## src/rtl/control_sequencer_if.sv

```systemverilog
// control_sequencer_if: bundles the sequencer's inputs (run, IR, optional step)
// and every control strobe it drives toward the bus datapath.
// Optional feature macro: SINGLE_STEP_EN (adds the step input).
interface control_sequencer_if #(
   parameter int CNT_W = 16
);
   logic             run;
   logic [31:0]      ir;
`ifdef SINGLE_STEP_EN
   logic             step;
`endif
   logic [7:0]       out_en;
   logic [9:0]       in_en;
   logic [2:0]       gr_sel;
   logic             rin;
   logic             rout;
   logic             ba_out;
   logic             inc_pc;
   logic             mem_rd;
   logic             mem_wr;
   logic [1:0]       mdr_sel;
   logic [3:0]       alu_op;
   logic             busy;
   logic             halted;
   logic [CNT_W-1:0] instr_count;

`ifdef SINGLE_STEP_EN
   modport master (
      input  run, ir, step,
      output out_en, in_en, gr_sel, rin, rout, ba_out, inc_pc,
             mem_rd, mem_wr, mdr_sel, alu_op, busy, halted, instr_count
   );
   modport slave (
      output run, ir, step,
      input  out_en, in_en, gr_sel, rin, rout, ba_out, inc_pc,
             mem_rd, mem_wr, mdr_sel, alu_op, busy, halted, instr_count
   );
`else
   modport master (
      input  run, ir,
      output out_en, in_en, gr_sel, rin, rout, ba_out, inc_pc,
             mem_rd, mem_wr, mdr_sel, alu_op, busy, halted, instr_count
   );
   modport slave (
      output run, ir,
      input  out_en, in_en, gr_sel, rin, rout, ba_out, inc_pc,
             mem_rd, mem_wr, mdr_sel, alu_op, busy, halted, instr_count
   );
`endif
endinterface

```

## src/rtl/control_sequencer.sv

```systemverilog
// control_sequencer: hardwired Moore control unit for the 32-bit bus datapath.
// Fetch T0-T2, execute T3-T7 decoded from IR[31:27]; optional RAM wait states;
// counts retired instructions; HALT is left only through reset.
// Optional feature macro: SINGLE_STEP_EN (one instruction per rising edge of step).
module control_sequencer #(
   parameter int MEM_WAIT = 0,
   parameter int CNT_W    = 16
) (
   input  logic                clk,
   input  logic                reset,
   control_sequencer_if.master bus
);

   typedef enum logic [3:0] {
      S_IDLE, S_T0, S_T1, S_T2, S_T3, S_T4, S_T5, S_T6, S_T7, S_WAIT, S_HALT
   } state_t;

   localparam int WC_W = (MEM_WAIT > 1) ? $clog2(MEM_WAIT) : 1;
   localparam logic [WC_W-1:0] WAIT_LAST = WC_W'((MEM_WAIT > 0) ? (MEM_WAIT - 1) : 0);

   // out_en bit positions
   localparam int OE_PC   = 7;
   localparam int OE_MDR  = 6;
   localparam int OE_ZLO  = 5;
   localparam int OE_ZHI  = 4;
   localparam int OE_HI   = 3;
   localparam int OE_LO   = 2;
   localparam int OE_INP  = 1;
   localparam int OE_C    = 0;
   // in_en bit positions
   localparam int IE_PC   = 9;
   localparam int IE_MAR  = 8;
   localparam int IE_MDR  = 7;
   localparam int IE_IR   = 6;
   localparam int IE_Y    = 5;
   localparam int IE_ZLO  = 4;
   localparam int IE_ZHI  = 3;
   localparam int IE_HI   = 2;
   localparam int IE_LO   = 1;
   localparam int IE_OUTP = 0;
   // gr_sel bit positions
   localparam int GR_A    = 2;
   localparam int GR_B    = 1;
   localparam int GR_C    = 0;

   localparam logic [1:0] MDR_BUS = 2'b00;
   localparam logic [1:0] MDR_RAM = 2'b01;

   state_t           r_state;
   state_t           w_state_next;
   state_t           w_after_retire;
   logic [WC_W-1:0]  r_wait_cnt;
   logic [WC_W-1:0]  w_wait_cnt_next;
   logic             r_wait_exec;      // 1: the wait belongs to ld T6, 0: to fetch T1
   logic             w_wait_exec_next;
   logic [CNT_W-1:0] r_instr_count;
   logic             w_retire;
   logic             w_start;

   logic [4:0]       w_opcode;
   logic             w_op_rtype, w_op_imm, w_op_muldiv, w_op_unary;
   logic             w_op_ld, w_op_ldi, w_op_st, w_op_addr;
   logic             w_op_in, w_op_out, w_op_mfhi, w_op_mflo, w_op_halt, w_op_exec;
   logic [3:0]       w_alu_code;

   logic [7:0]       w_out_en;
   logic [9:0]       w_in_en;
   logic [2:0]       w_gr_sel;
   logic             w_rin, w_rout, w_ba_out, w_inc_pc, w_mem_rd, w_mem_wr;
   logic [1:0]       w_mdr_sel;
   logic [3:0]       w_alu_op;

   assign w_opcode = bus.ir[31:27];

`ifdef SINGLE_STEP_EN
   logic r_step_prev;
   logic w_unused_in;

   // Registered copy of step for rising-edge detection; an edge outside IDLE is simply lost
   always_ff @(posedge clk or negedge reset) begin
      if (!reset) r_step_prev <= 1'b0;
      else        r_step_prev <= bus.step;
   end

   assign w_start        = bus.step & ~r_step_prev;
   assign w_after_retire = S_IDLE;
   assign w_unused_in    = ^{bus.ir[26:0], bus.run};
`else
   logic w_unused_in;
   assign w_start        = bus.run;
   assign w_after_retire = bus.run ? S_T0 : S_IDLE;
   assign w_unused_in    = ^bus.ir[26:0];
`endif

   // Opcode classes and the ALU operation each arithmetic opcode selects
   always_comb begin
      w_op_ld     = (w_opcode == 5'h00);
      w_op_ldi    = (w_opcode == 5'h01);
      w_op_st     = (w_opcode == 5'h02);
      w_op_rtype  = (w_opcode >= 5'h03) && (w_opcode <= 5'h0A);
      w_op_imm    = (w_opcode >= 5'h0B) && (w_opcode <= 5'h0D);
      w_op_muldiv = (w_opcode == 5'h0E) || (w_opcode == 5'h0F);
      w_op_unary  = (w_opcode == 5'h10) || (w_opcode == 5'h11);
      w_op_in     = (w_opcode == 5'h16);
      w_op_out    = (w_opcode == 5'h17);
      w_op_mfhi   = (w_opcode == 5'h18);
      w_op_mflo   = (w_opcode == 5'h19);
      w_op_halt   = (w_opcode == 5'h1B);
      w_op_addr   = w_op_ld | w_op_ldi | w_op_st;
      w_op_exec   = w_op_addr | w_op_rtype | w_op_imm | w_op_muldiv | w_op_unary |
                    w_op_in | w_op_out | w_op_mfhi | w_op_mflo;
      case (w_opcode)
         5'h03:   w_alu_code = 4'd0;   // add
         5'h04:   w_alu_code = 4'd1;   // sub
         5'h05:   w_alu_code = 4'd4;   // shr
         5'h06:   w_alu_code = 4'd5;   // shl
         5'h07:   w_alu_code = 4'd6;   // ror
         5'h08:   w_alu_code = 4'd7;   // rol
         5'h09:   w_alu_code = 4'd2;   // and
         5'h0A:   w_alu_code = 4'd3;   // or
         5'h0B:   w_alu_code = 4'd0;   // addi
         5'h0C:   w_alu_code = 4'd2;   // andi
         5'h0D:   w_alu_code = 4'd3;   // ori
         5'h0E:   w_alu_code = 4'd8;   // mul
         5'h0F:   w_alu_code = 4'd9;   // div
         5'h10:   w_alu_code = 4'd10;  // neg
         5'h11:   w_alu_code = 4'd11;  // not
         default: w_alu_code = 4'd0;
      endcase
   end

   // Moore decode: strobes and next state from the state register and opcode only
   always_comb begin
      w_out_en         = '0;
      w_in_en          = '0;
      w_gr_sel         = '0;
      w_rin            = 1'b0;
      w_rout           = 1'b0;
      w_ba_out         = 1'b0;
      w_inc_pc         = 1'b0;
      w_mem_rd         = 1'b0;
      w_mem_wr         = 1'b0;
      w_mdr_sel        = MDR_BUS;
      w_alu_op         = 4'd0;
      w_retire         = 1'b0;
      w_state_next     = r_state;
      w_wait_cnt_next  = r_wait_cnt;
      w_wait_exec_next = r_wait_exec;

      case (r_state)
         S_IDLE: begin
            if (w_start) w_state_next = S_T0;
         end
         S_T0: begin
            w_out_en[OE_PC]  = 1'b1;
            w_in_en[IE_MAR]  = 1'b1;
            w_inc_pc         = 1'b1;
            w_in_en[IE_ZLO]  = 1'b1;
            w_state_next     = S_T1;
         end
         S_T1: begin
            w_mem_rd  = 1'b1;
            w_mdr_sel = MDR_RAM;
            if (MEM_WAIT == 0) begin
               w_out_en[OE_ZLO] = 1'b1;
               w_in_en[IE_PC]   = 1'b1;
               w_in_en[IE_MDR]  = 1'b1;
               w_state_next     = S_T2;
            end else begin
               // slow RAM: hold the read, commit nothing until the last wait cycle
               w_wait_cnt_next  = '0;
               w_wait_exec_next = 1'b0;
               w_state_next     = S_WAIT;
            end
         end
         S_WAIT: begin
            w_mem_rd  = 1'b1;
            w_mdr_sel = MDR_RAM;
            if (r_wait_cnt == WAIT_LAST) begin
               w_in_en[IE_MDR] = 1'b1;
               if (r_wait_exec) begin
                  w_state_next = S_T7;
               end else begin
                  w_out_en[OE_ZLO] = 1'b1;
                  w_in_en[IE_PC]   = 1'b1;
                  w_state_next     = S_T2;
               end
            end else begin
               w_wait_cnt_next = r_wait_cnt + WC_W'(1);
            end
         end
         S_T2: begin
            w_out_en[OE_MDR] = 1'b1;
            w_in_en[IE_IR]   = 1'b1;
            if (w_op_halt)      w_state_next = S_HALT;
            else if (w_op_exec) w_state_next = S_T3;
            else                w_retire     = 1'b1;   // nop and undefined opcodes
         end
         S_T3: begin
            if (w_op_addr) begin
               // base register via BAout so that R0 contributes zero
               w_gr_sel[GR_B] = 1'b1;
               w_ba_out       = 1'b1;
               w_in_en[IE_Y]  = 1'b1;
               w_state_next   = S_T4;
            end else if (w_op_rtype || w_op_imm || w_op_muldiv) begin
               w_gr_sel[GR_B] = 1'b1;
               w_rout         = 1'b1;
               w_in_en[IE_Y]  = 1'b1;
               w_state_next   = S_T4;
            end else if (w_op_unary) begin
               w_gr_sel[GR_B]  = 1'b1;
               w_rout          = 1'b1;
               w_alu_op        = w_alu_code;
               w_in_en[IE_ZLO] = 1'b1;
               w_state_next    = S_T4;
            end else if (w_op_in) begin
               w_out_en[OE_INP] = 1'b1;
               w_gr_sel[GR_A]   = 1'b1;
               w_rin            = 1'b1;
               w_retire         = 1'b1;
            end else if (w_op_out) begin
               w_gr_sel[GR_A]   = 1'b1;
               w_rout           = 1'b1;
               w_in_en[IE_OUTP] = 1'b1;
               w_retire         = 1'b1;
            end else if (w_op_mfhi || w_op_mflo) begin
               w_out_en[OE_HI]  = w_op_mfhi;
               w_out_en[OE_LO]  = w_op_mflo;
               w_gr_sel[GR_A]   = 1'b1;
               w_rin            = 1'b1;
               w_retire         = 1'b1;
            end else begin
               w_retire = 1'b1;
            end
         end
         S_T4: begin
            if (w_op_rtype) begin
               w_gr_sel[GR_C]  = 1'b1;
               w_rout          = 1'b1;
               w_alu_op        = w_alu_code;
               w_in_en[IE_ZLO] = 1'b1;
               w_state_next    = S_T5;
            end else if (w_op_muldiv) begin
               w_gr_sel[GR_A]  = 1'b1;
               w_rout          = 1'b1;
               w_alu_op        = w_alu_code;
               w_in_en[IE_ZLO] = 1'b1;
               w_in_en[IE_ZHI] = 1'b1;
               w_state_next    = S_T5;
            end else if (w_op_imm || w_op_addr) begin
               // immediate/offset from C; address forms always add
               w_out_en[OE_C]  = 1'b1;
               w_alu_op        = w_op_imm ? w_alu_code : 4'd0;
               w_in_en[IE_ZLO] = 1'b1;
               w_state_next    = S_T5;
            end else if (w_op_unary) begin
               w_out_en[OE_ZLO] = 1'b1;
               w_gr_sel[GR_A]   = 1'b1;
               w_rin            = 1'b1;
               w_retire         = 1'b1;
            end else begin
               w_retire = 1'b1;
            end
         end
         S_T5: begin
            w_out_en[OE_ZLO] = 1'b1;
            if (w_op_muldiv) begin
               w_in_en[IE_LO] = 1'b1;
               w_state_next   = S_T6;
            end else if (w_op_ld || w_op_st) begin
               w_in_en[IE_MAR] = 1'b1;
               w_state_next    = S_T6;
            end else begin
               w_gr_sel[GR_A] = 1'b1;
               w_rin          = 1'b1;
               w_retire       = 1'b1;
            end
         end
         S_T6: begin
            if (w_op_muldiv) begin
               w_out_en[OE_ZHI] = 1'b1;
               w_in_en[IE_HI]   = 1'b1;
               w_retire         = 1'b1;
            end else if (w_op_ld) begin
               w_mem_rd  = 1'b1;
               w_mdr_sel = MDR_RAM;
               if (MEM_WAIT == 0) begin
                  w_in_en[IE_MDR] = 1'b1;
                  w_state_next    = S_T7;
               end else begin
                  w_wait_cnt_next  = '0;
                  w_wait_exec_next = 1'b1;
                  w_state_next     = S_WAIT;
               end
            end else if (w_op_st) begin
               w_gr_sel[GR_A]  = 1'b1;
               w_rout          = 1'b1;
               w_mdr_sel       = MDR_BUS;
               w_in_en[IE_MDR] = 1'b1;
               w_state_next    = S_T7;
            end else begin
               w_retire = 1'b1;
            end
         end
         S_T7: begin
            if (w_op_ld) begin
               w_out_en[OE_MDR] = 1'b1;
               w_gr_sel[GR_A]   = 1'b1;
               w_rin            = 1'b1;
            end else if (w_op_st) begin
               w_mem_wr = 1'b1;
            end
            w_retire = 1'b1;
         end
         S_HALT: begin
            w_state_next = S_HALT;
         end
         default: begin
            w_state_next = S_IDLE;
         end
      endcase

      if (w_retire) w_state_next = w_after_retire;
   end

   // State, wait counter and retire counter; reset abandons any instruction in flight
   always_ff @(posedge clk or negedge reset) begin
      if (!reset) begin
         r_state       <= S_IDLE;
         r_wait_cnt    <= '0;
         r_wait_exec   <= 1'b0;
         r_instr_count <= '0;
      end else begin
         r_state     <= w_state_next;
         r_wait_cnt  <= w_wait_cnt_next;
         r_wait_exec <= w_wait_exec_next;
         if (w_retire) r_instr_count <= r_instr_count + CNT_W'(1);
      end
   end

   assign bus.out_en      = w_out_en;
   assign bus.in_en       = w_in_en;
   assign bus.gr_sel      = w_gr_sel;
   assign bus.rin         = w_rin;
   assign bus.rout        = w_rout;
   assign bus.ba_out      = w_ba_out;
   assign bus.inc_pc      = w_inc_pc;
   assign bus.mem_rd      = w_mem_rd;
   assign bus.mem_wr      = w_mem_wr;
   assign bus.mdr_sel     = w_mdr_sel;
   assign bus.alu_op      = w_alu_op;
   assign bus.busy        = (r_state != S_IDLE) && (r_state != S_HALT);
   assign bus.halted      = (r_state == S_HALT);
   assign bus.instr_count = r_instr_count;

endmodule

```

## src/flat_wrapper.sv

```systemverilog
// flat-port wrapper written by rule: the top's interface ports become plain ports
module control_sequencer_flat 
#(
   parameter int MEM_WAIT = 0,
   parameter int CNT_W    = 16
)
  (clk, reset, bus_run, bus_ir, bus_out_en, bus_in_en, bus_gr_sel, bus_rin, bus_rout, bus_ba_out, bus_inc_pc, bus_mem_rd, bus_mem_wr, bus_mdr_sel, bus_alu_op, bus_busy, bus_halted, bus_instr_count);
  control_sequencer_if #(.CNT_W(CNT_W)) bus_i ();
  input  logic clk;
  input  logic reset;
  input wire logic [$bits(bus_i.run)-1:0] bus_run;
  input wire logic [$bits(bus_i.ir)-1:0] bus_ir;
  output wire logic [$bits(bus_i.out_en)-1:0] bus_out_en;
  output wire logic [$bits(bus_i.in_en)-1:0] bus_in_en;
  output wire logic [$bits(bus_i.gr_sel)-1:0] bus_gr_sel;
  output wire logic [$bits(bus_i.rin)-1:0] bus_rin;
  output wire logic [$bits(bus_i.rout)-1:0] bus_rout;
  output wire logic [$bits(bus_i.ba_out)-1:0] bus_ba_out;
  output wire logic [$bits(bus_i.inc_pc)-1:0] bus_inc_pc;
  output wire logic [$bits(bus_i.mem_rd)-1:0] bus_mem_rd;
  output wire logic [$bits(bus_i.mem_wr)-1:0] bus_mem_wr;
  output wire logic [$bits(bus_i.mdr_sel)-1:0] bus_mdr_sel;
  output wire logic [$bits(bus_i.alu_op)-1:0] bus_alu_op;
  output wire logic [$bits(bus_i.busy)-1:0] bus_busy;
  output wire logic [$bits(bus_i.halted)-1:0] bus_halted;
  output wire logic [$bits(bus_i.instr_count)-1:0] bus_instr_count;
  assign bus_i.run = bus_run;
  assign bus_i.ir = bus_ir;
  assign bus_out_en = bus_i.out_en;
  assign bus_in_en = bus_i.in_en;
  assign bus_gr_sel = bus_i.gr_sel;
  assign bus_rin = bus_i.rin;
  assign bus_rout = bus_i.rout;
  assign bus_ba_out = bus_i.ba_out;
  assign bus_inc_pc = bus_i.inc_pc;
  assign bus_mem_rd = bus_i.mem_rd;
  assign bus_mem_wr = bus_i.mem_wr;
  assign bus_mdr_sel = bus_i.mdr_sel;
  assign bus_alu_op = bus_i.alu_op;
  assign bus_busy = bus_i.busy;
  assign bus_halted = bus_i.halted;
  assign bus_instr_count = bus_i.instr_count;
  control_sequencer #(.MEM_WAIT(MEM_WAIT), .CNT_W(CNT_W)) u_core (.clk(clk), .reset(reset), .bus(bus_i));
endmodule
```

## config.mk

```make
export PLATFORM = sky130hd
export DESIGN_NAME = control_sequencer_flat
export DESIGN_NICKNAME = d
export VERILOG_FILES = /design/src/rtl/control_sequencer_if.sv /design/src/rtl/control_sequencer.sv /design/src/flat_wrapper.sv
export SDC_FILE = /design/constraint.sdc
export NUM_CORES = 1
export LEC_CHECK = 0
export CORE_MARGIN = 3
export CORE_UTILIZATION = 37
export CTS_CLUSTER_DIAMETER = 120
export DETAILED_ROUTE_END_ITERATION = 8
export PLACE_DENSITY_LB_ADDON = 0.1
export SLEW_MARGIN = 20
export SYNTH_ARGS = -nofsm -noshare
export SYNTH_HDL_FRONTEND = slang
export SYNTH_SLANG_ARGS = --single-unit
export TNS_END_PERCENT = 1
```

## constraint.sdc

```tcl
create_clock -name clk -period 2.5 [get_ports clk]
set_input_delay 0.75 -clock clk [delete_from_list [all_inputs] [get_ports clk]]
set_output_delay 0.75 -clock clk [all_outputs]
set_load 0.03 [all_outputs]
```

Word-level counts from Yosys, hierarchy flattened
Memories as Yosys holds them, arrays and structs flattened.
Cells that the tools add are included.
{"block": "totals", "register_bits": 21, "latchBits": 0, "mem_bits_rw": 0, "mem_bits_ro": 128, "inputBits": 35, "out_inout_bits": 51, "word_cells": 192, "n_memories": 1}
{"block": "classes", "n_addsub": 2, "n_mul": 0, "n_div": 0, "order_cmp": 4, "eq_ne": 31, "shift": 0, "muxes": 125, "bitwise": 10, "reduce_logical": 16}
{"name": "(no name shown)", "words": 32, "word_bits": 4, "read_ports": 1, "rd_ports_with_merged_regs": 0, "write_ports": 0, "line": "control_sequencer.sv:112", "source": "case (w_opcode)"}
{"op": "$mux W4", "n": 23}
{"op": "$mux W1", "n": 80}
{"op": "$pmux W4 S11", "n": 1}
{"op": "$eq A5 B5 Y1 const B", "n": 7}
{"op": "$add A16 B1 Y16 const B", "n": 1}
{"op": "$eq A4 B3 Y1 const B", "n": 4}
{"op": "$eq A4 B4 Y1 const B", "n": 3}
{"op": "$mux W3", "n": 4}
{"op": "$ne A4 B1 Y1 const B", "n": 3}
{"op": "$pmux W1 S3", "n": 4}
{"op": "$eq A5 B4 Y1 const B", "n": 2}
{"op": "$le A5 B4 Y1 const B", "n": 2}
{"op": "$ne A5 B1 Y1 const B", "n": 2}
{"op": "$or A1 B1 Y1", "n": 10}
{"op": "$reduce_and A9 Y1", "n": 1}
{"op": "$eq A4 B2 Y1 const B", "n": 2}
{"op": "$mux W2", "n": 4}
{"op": "$pmux W1 S2", "n": 4}
{"op": "$pmux W4 S2", "n": 1}
{"op": "$logic_or A1 B1 Y1", "n": 7}
{"op": "$ne A3 B2 Y1 const B", "n": 2}
{"op": "$pmux W1 S6", "n": 1}
{"op": "$eq A5 B1 Y1 const B", "n": 1}
{"op": "$eq A5 B2 Y1 const B", "n": 1}
{"op": "other kinds (15)", "n": 18}

Logic depth before layout (Yosys ltp)
{"block": "depth", "word_depth": 16, "mapped_depth": 7, "mapped_depth_nobuf": 5}

Least setup slack after synthesis
No wires, ideal clock.
{"block": "synth_timing", "path_type": "input port to output port", "startpoint": "in bus_ir[29]", "endpoint": "out bus_rin", "t_arrival_ns": 2.563, "required_time_ns": 1.750, "slack_ns": -0.813, "path_stages": 5, "n_path_buf": 1, "cell_sequence": "clkbuf_1 -> nor2b_1 -> nand3_1 -> nor3b_1 -> nand2b_1"}
{"block": "synth_via", "elab_chain_len": 9, "elab_cells_between_ends": 40, "cone_classes": "order compare (4); eq/ne (10); mux (14); bitwise (2); reduce/logical (10)"}
{"element": "from (decl)", "line": "flat_wrapper.sv:12", "source": "input wire logic [$bits(bus_i.ir)-1:0] bus_ir;"}
{"element": "$eq A5 B5 Y1 (on tied branches)", "line": "control_sequencer.sv:106, control_sequencer.sv:107"}
{"element": "$logic_or A1 B1 Y1", "line": "control_sequencer.sv:227", "source": "end else if (w_op_mfhi || w_op_mflo) begin"}
{"element": "$mux W1", "line": "control_sequencer.sv:227"}
{"element": "$mux W1", "line": "control_sequencer.sv:222", "source": "end else if (w_op_out) begin"}
{"element": "$mux W1", "line": "control_sequencer.sv:217", "source": "end else if (w_op_in) begin"}
{"element": "$mux W1", "line": "control_sequencer.sv:211", "source": "end else if (w_op_unary) begin"}
{"element": "$mux W1", "line": "control_sequencer.sv:206", "source": "end else if (w_op_rtype || w_op_imm || w_op_muldiv) begin"}
{"element": "$mux W1", "line": "control_sequencer.sv:200", "source": "if (w_op_addr) begin"}
{"element": "$pmux W1 S4 (*)", "line": "control_sequencer.sv:150", "source": "case (r_state)"}
{"element": "to (decl)", "line": "flat_wrapper.sv:16", "source": "output wire logic [$bits(bus_i.rin)-1:0] bus_rin;"}
Mark *: on every way between the ends. The rest lies on a longest branch, timed or not.

Worst setup path after layout
{"block": "layout_timing", "startpoint": "in bus_ir[30]", "endpoint": "out bus_mdr_sel[0]"}
{"block": "layout_via", "elab_chain_len": 4, "elab_cells_between_ends": 7, "cone_classes": "eq/ne (2); mux (3); reduce/logical (2)"}
{"element": "$logic_not A5 Y1 / $eq A5 B4 Y1 (equally long branches)", "line": "control_sequencer.sv:97, control_sequencer.sv:102"}
{"element": "$mux W1 / $logic_or A1 B1 Y1 (equally long branches)", "line": "control_sequencer.sv:285, control_sequencer.sv:102"}
{"element": "$mux W2 (*)", "line": "control_sequencer.sv:281", "source": "if (w_op_muldiv) begin"}
{"element": "$pmux W2 S2 (*)", "line": "control_sequencer.sv:150"}
{"element": "to (decl)", "line": "flat_wrapper.sv:22", "source": "output wire logic [$bits(bus_i.mdr_sel)-1:0] bus_mdr_sel;"}
Marked as above.

==> results_dict.tcl <==
set metrics [dict create \
    fin_crit_sh 1.094 \
    powerDensity_nw_per_um2 826.6 \
    cp_max_fo 5 \
    fin_setup_tns_ns -2.411 \
    synth_edf_count 0 \
    htree_levels 1 \
    p_leak_nw 1.317 \
    clockRootBuffer "clkbuf_8" \
    drive_gt1_frac 0.4634 \
    status "finished with violations" \
    cp_data_required_time_ns 1.75 \
    final_cell_mix "74 x buf_4, 19 x buf_6, 19 x dfrtp_1" \
    ff2ff_path_depth 7 \
    fill_cells 400 \
    gp_congestion 0.8311 \
    rsz0062_at_grt "true" \
    total_power_mw 2.514 \
    path_buf_inv 4 \
    start_util 0.3975 \
    die-area_um2 5710 \
    die_y_um 75.57 \
    reg2reg_to "u_core.bus.instr_count[9]" \
    r2r-start "u_core.r_state[3]" \
    slew_violations 0 \
    hold_viol_final 0 \
    drc 0 \
    synth_area_um2 1790 \
    core-area_um2 4504 \
    synth_cells 227 \
    whs_endpoint "u_core.bus.instr_count[15]" \
    hpwl_um 4022 \
    violations "setup timing" \
    grtUsageTotal 0.2017 \
    seq_area_um2 501.7 \
    synthesis.nets 264 \
    maxCapViolCount 0 \
    yosys.cell_types.count 53 \
    min_path_type "reg2reg" \
    fin_ws_ns -0.2356 \
    grt_pass1_wl_um 9025 \
    grt_max_degree 21 \
    cp-end-kind "output port" \
    ys.flop_type "dfrtp_1" \
    dr.pass1.iters 4 \
    crit_path_top_delay_cell "nor4_4" \
    ir_drop_uv 493.4 \
    rows 24 \
    dr.first_iter.drc_count 116 \
    dp_slack_ns -0.6723 \
    clock_skew_ns 0.001442 \
    critical_path.most_common_cell "buf_6" \
    wire_per_inst_um 14.71 \
    max_stage_delay_ns 0.36 \
    syn2layout_area_growth_pct 69.88 \
    ant_nets 0 \
    multi_input_area_um2 1340 \
    clock_path_buffers 2 \
    crit_chain "buf_8 -> buf_6 -> nor4_4 -> nand4_1 -> buf_4 -> o21ai_4 -> buf_6" \
    final_common_cell "buf_4" \
    grt_antenna_before_repair 0 \
    seq_area_frac_synth 0.2795 \
    ys_ff_latch 20 \
    max_freq_mhz 365.6 \
    drt_wl_total_um 5589 \
    path_delay_family "buffers and inverters" \
    cts_hold_buf 0 \
    min_from "u_core.bus.instr_count[15]" \
    critPathLaunch "bus_ir[30]" \
    avgSynthCellArea_um2 7.888 \
    cts_tree "done" \
    grt.overflow.total 0 \
    cts.sinks 20 \
    period_minus_slack_ns 2.736 \
    hold_depth 1 \
    path_clk_slew_ns 0.07 \
    grt_pass1_vias 1911 \
    vias 2050 \
    nNetsFinal 366 \
    fp.dieW_um 75.57 \
    clk_latency_ns 0.25 \
    crit_path_start_kind "input port" \
    cts_buffers 3 \
    ios 86 \
    portBuffers 57 \
    viasPerCell 5.395 \
    critPathKind "in2out" \
    ys_warn_count 0 \
    antenna-diode-count 0 \
    r2r_setup_slack_ns 0.16 \
    synthArstFlopShare 1.000 \
    cp_data_arrival_time_ns 1.99 \
    setup_viol 19 \
]
## area by class of cell
type | count | share of cell area
inverter | 7 | 0.008638
sequential | 20 | 0.1650
multi-input combinational | 177 | 0.4406
tap | 52 | 0.02139
timing repair buffer | 120 | 0.3464
clock buffer | 4 | 0.01810
## worst register-to-register path: stages (launching register included)
cell and delay [ns]:
dfrtp_2 0.48, buf_4 0.19, or3b_4 0.38, a2111oi_4 0.43
nor4_4 0.07, buf_12 0.16, nor4_1 0.38, xor2_1 0.17
## how the worst max path moves through the flow
stage	to	slack [ns]	cells after the start
after floorplan	bus_rin	-0.21	5
after global placement	bus_gr_sel[2]	-0.70	7
after detailed placement	bus_gr_sel[2]	-0.67	7
after CTS	bus_gr_sel[2]	-0.21	8
after global routing	bus_mem_rd	-0.28	7
final	bus_mdr_sel[0]	-0.24	7
## cells by family (layout without fill, tap and decap cells)
family	after synthesis	after routing	share of synthesized area
buffers and inverters	30	131	0.08316
adders and majority gates	2	2	0.01397
and+or+nand+nor	112	112	0.3620
other	1	1	0.002094
DFF	20	20	0.2795
AOI/OAI and AO/OA	43	43	0.1635
xor gates and xnor gates	16	16	0.07827
muxes	3	3	0.01747
## cells in the mapped netlist, types with 3 or more instances
master,number,area [um2]
nand4_1,4,25.02
buf_4,5,37.54
nor2b_1,4,25.02
a31oi_1,3,18.77
clkbuf_1,12,45.04
inv_1,7,26.28
a21oi_1,13,65.06
nand2_1,21,78.83
o31ai_1,3,22.52
and3_1,4,25.02
xnor2_1,3,26.28
nand3_1,8,40.04
nor2_1,23,86.33
nand2b_1,5,31.28
nand4b_1,3,26.28
nor4_1,7,43.79
nor3_1,9,45.04
and2_1,3,18.77
or3_1,3,18.77
dfrtp_1,20,500.5
xor2_1,13,113.9
o21ai_0,11,55.05
## per-stage QoR
stage / instances / area (um2) / utilization / hold WS [ns]
4_1_cts: 379 / 2987 / 0.6631 / 0.4920
5_1_grt: 380 / 3042 / 0.6753 / 0.5084
3_3_place_gp: 365 / 2704 / 0.6003 / 0.4557
2_1_floorplan: 227 / 1874 / - / 0.4544
3_5_place_dp: 365 / 2704 / 0.6003 / 0.4781
6_report: 380 / 3042 / 0.6753 / 0.4812
## power breakdown
group / internal, mW / switching [mW] / total [mW]
registers: 0.401 / 0.0929 / 0.494
logic: 0.770 / 1.01 / 1.78
clock network: 0.140 / 0.0986 / 0.238
## state kept, by name (all words and copies together) (netlist names)
register and count:
u_core.r_state 4, u_core.bus.instr_count 16
## metal layers
metal  vias to the layer above  share of wire  wire (um)  track usage
met5                         -              0          0            0
met4                         0              0          0      0.01359
met3                         0          0.043        241      0.02902
met2                        51           0.47       2639       0.3269
met1                       988           0.48       2709       0.2984
li1                       1011              -          -            -
## repair_timing
action	in CTS	in global routing
resized for setup	65	14
pin swaps	15	8
endpoints found under the setup margin	46	30
hold endpoints to repair	0	0
gates cloned	1	0
setup buffers	9	1
(Power assumes the default switching activity.)
